$ cat config.mk
export PLATFORM = sky130hd
export DESIGN_NAME = evr_dbus_monitor_flat
export DESIGN_NICKNAME = d
export VERILOG_FILES = /design/src/rtl/evr_dbus_monitor_if.sv /design/src/rtl/evr_dbus_monitor.sv /design/src/flat_wrapper.sv
export SDC_FILE = /design/constraint.sdc
export NUM_CORES = 1
export LEC_CHECK = 0
export CAP_MARGIN = 0
export CORE_MARGIN = 2
export CORE_UTILIZATION = 50
export CTS_CLUSTER_SIZE = 10
export DETAILED_ROUTE_END_ITERATION = 8
export GPL_TIMING_DRIVEN = 1
export PLACE_DENSITY = 0.75
export SLEW_MARGIN = 10
export SYNTH_ARGS = -nofsm -noshare
export SYNTH_HDL_FRONTEND = slang
export SYNTH_SLANG_ARGS = --single-unit
export TNS_END_PERCENT = 5
$ cat constraint.sdc
create_clock -name evrRxClk -period 8.15 [get_ports evrRxClk]
set_input_delay 0.815 -clock evrRxClk [delete_from_list [all_inputs] [get_ports evrRxClk]]
set_output_delay 0.815 -clock evrRxClk [all_outputs]
set_load 0.1 [all_outputs]
$ cat src/rtl/evr_dbus_monitor_if.sv
// Distributed-bus sample channel: decoded byte and qualifier from the
// receiver, plus the byte as held by the monitor.
interface evr_dbus_monitor_if #(
    parameter int DISTRIBUTED_BUS_WIDTH = 8
);
    logic [DISTRIBUTED_BUS_WIDTH-1:0] evrDbus;
    logic                             evrDbusValid;
    logic [DISTRIBUTED_BUS_WIDTH-1:0] evrDbusLatched;

    modport master (
        output evrDbus,
        output evrDbusValid,
        input  evrDbusLatched
    );

    modport slave (
        input  evrDbus,
        input  evrDbusValid,
        output evrDbusLatched
    );
endinterface

$ cat src/rtl/evr_dbus_monitor.sv
// Receive-side distributed-bus monitor: recovers the heartbeat (bit 0),
// ping square wave (bit 1) and diagnostic level (bit 2), and reports
// heartbeat markers/interval/lock/loss and ping edge/half-period/lock.
module evr_dbus_monitor #(
    parameter int  RXCLK_NOMINAL_FREQUENCY = 125000000,
    parameter int  DISTRIBUTED_BUS_WIDTH   = 8,
    parameter int  HB_TIMEOUT_CYCLES       = 5 * RXCLK_NOMINAL_FREQUENCY,
    parameter int  PING_TOLERANCE          = 8,
    localparam int HB_W      = $clog2(RXCLK_NOMINAL_FREQUENCY) + 3,
    localparam int PING_HALF = RXCLK_NOMINAL_FREQUENCY / 200000,
    localparam int PING_W    = $clog2(PING_HALF) + 2
) (
    input  logic              evrRxClk,
    input  logic              evrRxReset,
    evr_dbus_monitor_if.slave dbus,
    output logic              evrHeartbeatMarker,
    output logic              evrHeartbeatLocked,
    output logic [HB_W-1:0]   evrHeartbeatInterval,
    output logic [7:0]        evrHeartbeatLossCount,
    output logic              evrPing,
    output logic              evrPingEdge,
    output logic              evrPingLocked,
    output logic [PING_W-1:0] evrPingHalfPeriod,
    output logic              evrDiag
);
    typedef enum logic [1:0] {LOST, ACQUIRE, LOCKED} hbState_t;

    hbState_t                         hbState, hbStateNext;
    logic [DISTRIBUTED_BUS_WIDTH-1:0] latched;
    logic [HB_W-1:0]                  hbCnt;
    logic [PING_W-1:0]                pCnt;
    logic [1:0]                       pGood;

    logic            hbRise, pEdge, hbTimeout, pTimeout, pInTol;
    logic [HB_W:0]   hbMeas;
    logic [PING_W:0] pMeas;

    // Edges compare the incoming bit with the held bit, so only valid
    // cycles can ever produce one.
    assign hbRise = dbus.evrDbusValid & dbus.evrDbus[0] & ~latched[0];
    assign pEdge  = dbus.evrDbusValid & (dbus.evrDbus[1] ^ latched[1]);

    // Measured lengths include the current cycle (counter + 1), one bit
    // wider so a saturated counter never wraps to a small value.
    assign hbMeas    = {1'b0, hbCnt} + (HB_W+1)'(1);
    assign pMeas     = {1'b0, pCnt} + (PING_W+1)'(1);
    assign hbTimeout = hbMeas >= (HB_W+1)'(HB_TIMEOUT_CYCLES);
    assign pTimeout  = pMeas >= (PING_W+1)'(2 * PING_HALF);
    assign pInTol    = (({1'b0, pMeas} + (PING_W+2)'(PING_TOLERANCE)) >= (PING_W+2)'(PING_HALF))
                    && (pMeas <= (PING_W+1)'(PING_HALF + PING_TOLERANCE));

    assign dbus.evrDbusLatched = latched;
    assign evrPing             = latched[1];
    assign evrDiag             = latched[2];

    // Bus sample register.
    always_ff @(posedge evrRxClk) begin
        if (evrRxReset)             latched <= '0;
        else if (dbus.evrDbusValid) latched <= dbus.evrDbus;
    end

    // Heartbeat state register.
    always_ff @(posedge evrRxClk) begin
        if (evrRxReset) hbState <= LOST;
        else            hbState <= hbStateNext;
    end

    // Heartbeat next state: a rising edge always beats a same-cycle timeout.
    always_comb begin
        hbStateNext = hbState;
        case (hbState)
            LOST:            if (hbRise) hbStateNext = ACQUIRE;
            ACQUIRE, LOCKED: if (hbRise)         hbStateNext = LOCKED;
                             else if (hbTimeout) hbStateNext = LOST;
            default:         hbStateNext = LOST;
        endcase
    end

    // Heartbeat counter, marker, interval, lock flag and loss statistics.
    always_ff @(posedge evrRxClk) begin
        if (evrRxReset) begin
            hbCnt                 <= '0;
            evrHeartbeatMarker    <= 1'b0;
            evrHeartbeatLocked    <= 1'b0;
            evrHeartbeatInterval  <= '0;
            evrHeartbeatLossCount <= '0;
        end else begin
            evrHeartbeatMarker <= hbRise;
            evrHeartbeatLocked <= (hbStateNext == LOCKED);
            if (hbRise)       hbCnt <= '0;
            else if (~&hbCnt) hbCnt <= hbMeas[HB_W-1:0];
            // The edge that leaves LOST has no valid reference to measure from.
            if (hbRise && hbState != LOST)
                evrHeartbeatInterval <= hbMeas[HB_W] ? '1 : hbMeas[HB_W-1:0];
            if (hbState == LOCKED && hbStateNext == LOST && evrHeartbeatLossCount != 8'hFF)
                evrHeartbeatLossCount <= evrHeartbeatLossCount + 8'd1;
        end
    end

    // Ping half-period measurement and lock qualification.
    always_ff @(posedge evrRxClk) begin
        if (evrRxReset) begin
            pCnt              <= '0;
            pGood             <= '0;
            evrPingEdge       <= 1'b0;
            evrPingLocked     <= 1'b0;
            evrPingHalfPeriod <= '0;
        end else begin
            evrPingEdge <= pEdge;
            if (pEdge) begin
                pCnt              <= '0;
                evrPingHalfPeriod <= pMeas[PING_W] ? '1 : pMeas[PING_W-1:0];
                if (pInTol) begin
                    // Lock needs three good transitions already banked.
                    if (pGood == 2'd3) evrPingLocked <= 1'b1;
                    else               pGood <= pGood + 2'd1;
                end else begin
                    pGood         <= '0;
                    evrPingLocked <= 1'b0;
                end
            end else begin
                if (~&pCnt) pCnt <= pMeas[PING_W-1:0];
                if (pTimeout) begin
                    pGood         <= '0;
                    evrPingLocked <= 1'b0;
                end
            end
        end
    end
endmodule

$ cat src/flat_wrapper.sv
// flat-port wrapper written by rule: the top's interface ports become plain ports
module evr_dbus_monitor_flat 
#(
    parameter int  RXCLK_NOMINAL_FREQUENCY = 125000000,
    parameter int  DISTRIBUTED_BUS_WIDTH   = 8,
    parameter int  HB_TIMEOUT_CYCLES       = 5 * RXCLK_NOMINAL_FREQUENCY,
    parameter int  PING_TOLERANCE          = 8,
    localparam int HB_W      = $clog2(RXCLK_NOMINAL_FREQUENCY) + 3,
    localparam int PING_HALF = RXCLK_NOMINAL_FREQUENCY / 200000,
    localparam int PING_W    = $clog2(PING_HALF) + 2
)
  (evrRxClk, evrRxReset, evrHeartbeatMarker, evrHeartbeatLocked, evrHeartbeatInterval, evrHeartbeatLossCount, evrPing, evrPingEdge, evrPingLocked, evrPingHalfPeriod, evrDiag, dbus_evrDbus, dbus_evrDbusValid, dbus_evrDbusLatched);
  evr_dbus_monitor_if #(.DISTRIBUTED_BUS_WIDTH(DISTRIBUTED_BUS_WIDTH)) dbus_i ();
  input  logic evrRxClk;
  input  logic evrRxReset;
  output logic evrHeartbeatMarker;
  output logic evrHeartbeatLocked;
  output logic [HB_W-1:0] evrHeartbeatInterval;
  output logic [7:0] evrHeartbeatLossCount;
  output logic evrPing;
  output logic evrPingEdge;
  output logic evrPingLocked;
  output logic [PING_W-1:0] evrPingHalfPeriod;
  output logic evrDiag;
  input wire logic [$bits(dbus_i.evrDbus)-1:0] dbus_evrDbus;
  input wire logic [$bits(dbus_i.evrDbusValid)-1:0] dbus_evrDbusValid;
  output wire logic [$bits(dbus_i.evrDbusLatched)-1:0] dbus_evrDbusLatched;
  assign dbus_i.evrDbus = dbus_evrDbus;
  assign dbus_i.evrDbusValid = dbus_evrDbusValid;
  assign dbus_evrDbusLatched = dbus_i.evrDbusLatched;
  evr_dbus_monitor #(.RXCLK_NOMINAL_FREQUENCY(RXCLK_NOMINAL_FREQUENCY), .DISTRIBUTED_BUS_WIDTH(DISTRIBUTED_BUS_WIDTH), .HB_TIMEOUT_CYCLES(HB_TIMEOUT_CYCLES), .PING_TOLERANCE(PING_TOLERANCE)) u_core (.evrRxClk(evrRxClk), .evrRxReset(evrRxReset), .dbus(dbus_i), .evrHeartbeatMarker(evrHeartbeatMarker), .evrHeartbeatLocked(evrHeartbeatLocked), .evrHeartbeatInterval(evrHeartbeatInterval), .evrHeartbeatLossCount(evrHeartbeatLossCount), .evrPing(evrPing), .evrPingEdge(evrPingEdge), .evrPingLocked(evrPingLocked), .evrPingHalfPeriod(evrPingHalfPeriod), .evrDiag(evrDiag));
endmodule
After elaboration in Yosys (flattened, before gate mapping) --
Cells that the tools add are included.
Storage, ports and cells: register bits 108, input bits 11, output and inout port bits 64, logic and storage cells 62
Operators by class: $add $sub $neg 5, order comparisons 4, eq/ne operators 7, mux-type cells 14, bitwise gates (word level) 5, reductions and logical operators 15
Operators with widths (number):
- $add 30x1->31 const B | 1
- $ge 31x30->1 const B | 1
- $mux 30 | 1
- $reduce_and 30->1 | 1
- $add 13x4->14 const B | 1
- $ge 14x10->1 const B | 1
- $mux 2 | 7
- $add 12x1->13 const B | 1
- $ge 13x11->1 const B | 1
- $le 13x10->1 const B | 1
- $mux 12 | 1
- $reduce_and 12->1 | 1
- $add 8x1->8 const B | 1
- $ne 8x8->1 const B | 1
- $eq 2x2->1 const B | 3
- $ne 3x3->1 const B | 2
- $reduce_or 2->1 | 3
- $logic_and 1x1->1 | 4
- $logic_not 2->1 | 2
- $mux 1 | 4
- $pmux 2 s2 | 1
- $reduce_and 2->1 | 2
- $reduce_bool 2->1 | 2
- $and 1x1->1 | 3
- other kinds (4) | 4

Depth between registers and ports, before layout --
word-level depth 8, gate-level depth with buffers 13, depth with buffers taken out 13

Least setup slack after synthesis --
Ideal clock, no wire load.
kind register to register, start reg u_core.hbCnt[0], end reg u_core.evrHeartbeatLossCount[3], setup time 123 ps, arrival 3114 ps, data required time 8027 ps, setup slack 4912 ps, cell stages (with the launch flop) 11, path buffers 0, period minus slack after synthesis 3238 ps, cell sequence dfxtp_1 > ha_1 > nand3_2 > or4_2 > a211oi_1 > mux2_1 > o31ai_2 > a21oi_1 > a21o_2 > nor3_1 > mux2_1
Between the ends: longest elaborated chain between the ends 8
Ends and longest elaborated chain:
- start, declared | RTL line evr_dbus_monitor.sv:30 | logic [HB_W-1:0] hbCnt;
- start signal, assigned | RTL line evr_dbus_monitor.sv:91 | else if (~&hbCnt) hbCnt <= hbMeas[HB_W-1:0];
- $add 30x1->31 | RTL line evr_dbus_monitor.sv:45 | assign hbMeas = {1'b0, hbCnt} + (HB_W+1)'(1);
- $ge 31x30->1 | RTL line evr_dbus_monitor.sv:47 | assign hbTimeout = hbMeas >= (HB_W+1)'(HB_TIMEOUT_CYCLES);
- $mux 2 | RTL line evr_dbus_monitor.sv:74 | else if (hbTimeout) hbStateNext = LOST;
- $mux 2 | RTL line evr_dbus_monitor.sv:73 | ACQUIRE, LOCKED: if (hbRise) hbStateNext = LOCKED;
- $pmux 2 s2 | RTL line evr_dbus_monitor.sv:71 | case (hbState)
- $logic_not 2->1 | RTL line evr_dbus_monitor.sv:95 | if (hbState == LOCKED && hbStateNext == LOST && evrHeartbeatLossCount != 8'hFF)
- $logic_and 1x1->1 (2 in series) | RTL line evr_dbus_monitor.sv:95
- end signal, assigned | RTL line evr_dbus_monitor.sv:96 | evrHeartbeatLossCount <= evrHeartbeatLossCount + 8'd1;
- end, declared | RTL line evr_dbus_monitor.sv:19 | output logic [7:0] evrHeartbeatLossCount,
No other way between the ends. A chain may end at the register's enable or synchronous reset.

Worst setup path in the final report --
start reg u_core.hbCnt[0], end reg u_core.evrHeartbeatLossCount[5]
The elaborated chain is that of the path after synthesis.

==> flow_summary.toml <==
[synthesis]
synth_cell_types = 67
synth_flop_cell = "dfxtp_1"
netlist_top_cells_area = "dfxtp_1 41%, nor2_1 8.8%, a211oi_1 4.1%"
synthArstFlopShare = 0
yosysTopAreaCell = "dfxtp_1"
netlist_area_um2 = 5280
synth_edf_count = 0
synth_seq_area_share = 0.410
synth_cells = 627
syn_nets = 650
ys_warn_count = 0
synth-seq-cells = 108
avgSynthCellArea_um2 = 8.42
yosys.area.top_type_share = 0.410

[detailed_routing]
routed_wl_um = 12100
maxUsedRoutingLayer = "met4"
drtIter0Drc = 244
wl_met3_um = 479
wl_met1_um = 5700
drc = 0
num_vias = 4632
met2WireLength_um = 5810
vias_per_cell = 5.66
ant_nets = 0
wl_per_cell_um = 14.8
dr.pass1.iters = 4

[die]
core_area_um2 = 10300
die-area_um2 = 11400
die_x_um = 107
start_util = 0.513
die_h_um = 107
io_pins = 75
fp-row-count = 37

[setup_path]
cp_slowest_cell = "or4_2"
critPathMaxStageDelay_ns = 0.68
r2r_start = "u_core.hbCnt[0]$_SDFFE_PP0N_"
startpoint_type = "register"
crit_type = "register to register"
cp.arrival_ns = 3.86
cp-end-kind = "register"
crit_fanout = 8
critPathMostFrequentCell = "mux2_1"
worstPathCellList = "ha_1, nand3_2, or4_2, a211oi_1, mux2_1, o31ai_2, a21oi_1, a21o_2, nor3_1, mux2_1"
required_ns = 8.43
ff2ff_path_depth = 10
reg2reg_to = "u_core.evrHeartbeatLossCount[5]$_SDFFE_PP0P_"
critical-path-top-delay-family = "simple AND/OR/NAND/NOR gates"
r2r_slack_ns = 4.57
crit_buf_inv = 0

[cts]
htreeDepth = 3
clkSinkCount = 108
cts-resized-gates = 0
cts_root_buf = "clkbuf_8"
insertion_delay_ns = 0.38
postCtsSetupBuffers = 0
hold_buffers = 0
cts-buffers-inserted = 9
cts_buffer_depth = 2
path_clk_slew_ns = 0.11
cts_tree = "done"

[hold_path]
hold-path-endpoint = "u_core.evrPingHalfPeriod[7]$_SDFFE_PP0P_"
hold_path.class = "register to register"
holdPathStages = 1
hp-start = "u_core.evrPingHalfPeriod[7]$_SDFFE_PP0P_"

[grt]
grt_max_degree = 74
grt_usage = 0.219
grt_pass1_vias = 4404
overflow = 0
grt_pass1_wl_um = 20600
antenna_found_initial = 0

[timing]
finalSetupViolCount = 0
hold_violations = 0
worst-slew-pin-transition_ns = 1.18
tns_ns = 0
finalCritPeriodShare = 0.440
slew_viol_final = 0
fin_skew_ns = 0.0122
rsz0062_at_grt = "false"
final.min_clock_period_ns = 3.58
fmaxAchievable_mhz = 279
slew_headroom = 0.215

[power_and_ir_drop]
ir_worst_vdd_v = 0.0000980
p_leak_uw = 0.00218
pwr_density_cell_nw_per_um2 = 171

[run_status]
run_status = "complete, no violations"

[layout]
post_layout_nonfiller_instances = 818
nFillCells = 923
final_common_cell = "nor2_1"
synthToLayoutAreaGrowth_pct = 18.5
drive_gt1_frac = 0.0601
antenna_cells = 0
final_cell_mix = "123 x nor2_1, 108 x dfxtp_1, 73 x clkdlybuf4s50_1"
design_area_um2 = 6250
fin_nets = 700

[placement]
io_buffers = 74
gp_congestion = 0.876
dpl_cell_area_um2 = 6040
place_inst = 802
dp_hpwl_um = 8660

[job]
maxCapViolCount = 0
==> per-layer routing <==
metal	track usage	up-vias
met5	0	-
met4	0.0705	0
met3	0.0328	14
met2	0.362	103
met1	0.294	2173
li1	-	2342
==> flip-flops by register name (all words and copies together) (netlist names) <==
name / count
u_core.evrHeartbeatLocked: 1
u_core.evrHeartbeatLossCount: 8
u_core.evrPingLocked: 1
u_core.evrPingHalfPeriod: 12
u_core.hbCnt: 30
u_core.pCnt: 12
u_core.hbState: 2
u_core.dbus.evrDbusLatched: 8
u_core.pGood: 2
u_core.evrPingEdge: 1
u_core.evrHeartbeatInterval: 30
u_core.evrHeartbeatMarker: 1
==> cell families (layout without fill, tap and decap cells) <==
| kind of cell | after synthesis | count (layout) | share of synthesized area |
|---|---|---|---|
| AO/OA/AOI/OAI | 120 | 120 | 0.161 |
| buffers and inverters | 53 | 108 | 0.0417 |
| flip-flops | 108 | 108 | 0.410 |
| XOR/XNOR | 37 | 37 | 0.0614 |
| adder cells (fa/ha/maj) | 12 | 12 | 0.0285 |
| AND/OR/NAND/NOR | 286 | 286 | 0.276 |
| multiplexers | 11 | 11 | 0.0216 |
==> layout make-up <==
class / count / area [µm²] / area share
repair buffers: 75 / 743 / 0.119
clock buffers: 9 / 124 / 0.0198
inverters: 17 / 63.8 / 0.0102
flip-flops and latches: 108 / 2160 / 0.346
clock inverters: 7 / 90.1 / 0.0144
multi-input cells: 466 / 2900 / 0.464
well taps: 136 / 170 / 0.0272
==> power by group <==
group	leakage (µW)	total, µW	switching, µW	internal, µW
registers	0.000875	552	10.3	542
logic	0.00120	172	130	42.9
clock network	0.000108	346	197	150
==> synth_stat cells, types with 14 or more instances <==
cell,number
dfxtp_1,108
xor2_1,20
nor2_1,124
xnor2_1,17
and3_1,14
inv_1,17
nor3_1,24
nand3_1,20
clkbuf_1,28
nand2_1,31
a211oi_1,29
a21oi_1,33
==> worst register-to-register path, stage by stage (launching register included) <==
cell	delay (ns)
dfxtp_1	0.45
ha_1	0.30
nand3_2	0.18
or4_2	0.68
a211oi_1	0.28
mux2_1	0.37
o31ai_2	0.26
a21oi_1	0.13
a21o_2	0.27
nor3_1	0.23
mux2_1	0.34
==> how the worst max path moves through the flow <==
stage	from	end	slack, ns	cells after the start
after floorplan	u_core.hbCnt[0]$_SDFFE_PP0N_	u_core.evrHeartbeatLossCount[3]$_SDFFE_PP0P_	4.91	10
after global placement	u_core.hbCnt[0]$_SDFFE_PP0N_	u_core.evrHeartbeatLossCount[3]$_SDFFE_PP0P_	4.65	10
after detailed placement	u_core.hbCnt[0]$_SDFFE_PP0N_	u_core.evrHeartbeatLossCount[5]$_SDFFE_PP0P_	4.58	10
after CTS	u_core.hbCnt[0]$_SDFFE_PP0N_	u_core.evrHeartbeatLossCount[5]$_SDFFE_PP0P_	4.59	10
after global routing	u_core.hbCnt[0]$_SDFFE_PP0N_	u_core.evrHeartbeatLossCount[6]$_SDFFE_PP0P_	4.33	10
final	u_core.hbCnt[0]$_SDFFE_PP0N_	u_core.evrHeartbeatLossCount[5]$_SDFFE_PP0P_	4.57	10
==> metrics by stage <==
step | hold WS [ns] | worst slack [ns] | power [µW] | util
after global placement | 0.462 | 4.65 | 733 | 0.588
after detailed placement | 0.467 | 4.58 | 736 | 0.588
after CTS | 0.495 | 4.59 | 1080 | 0.609
after floorplan | 0.467 | 4.91 | 696 | -
after global routing | 0.519 | 4.33 | 1110 | 0.609
final | 0.494 | 4.57 | 1070 | 0.609
No activity file was read; power rests on OpenSTA's default activity.
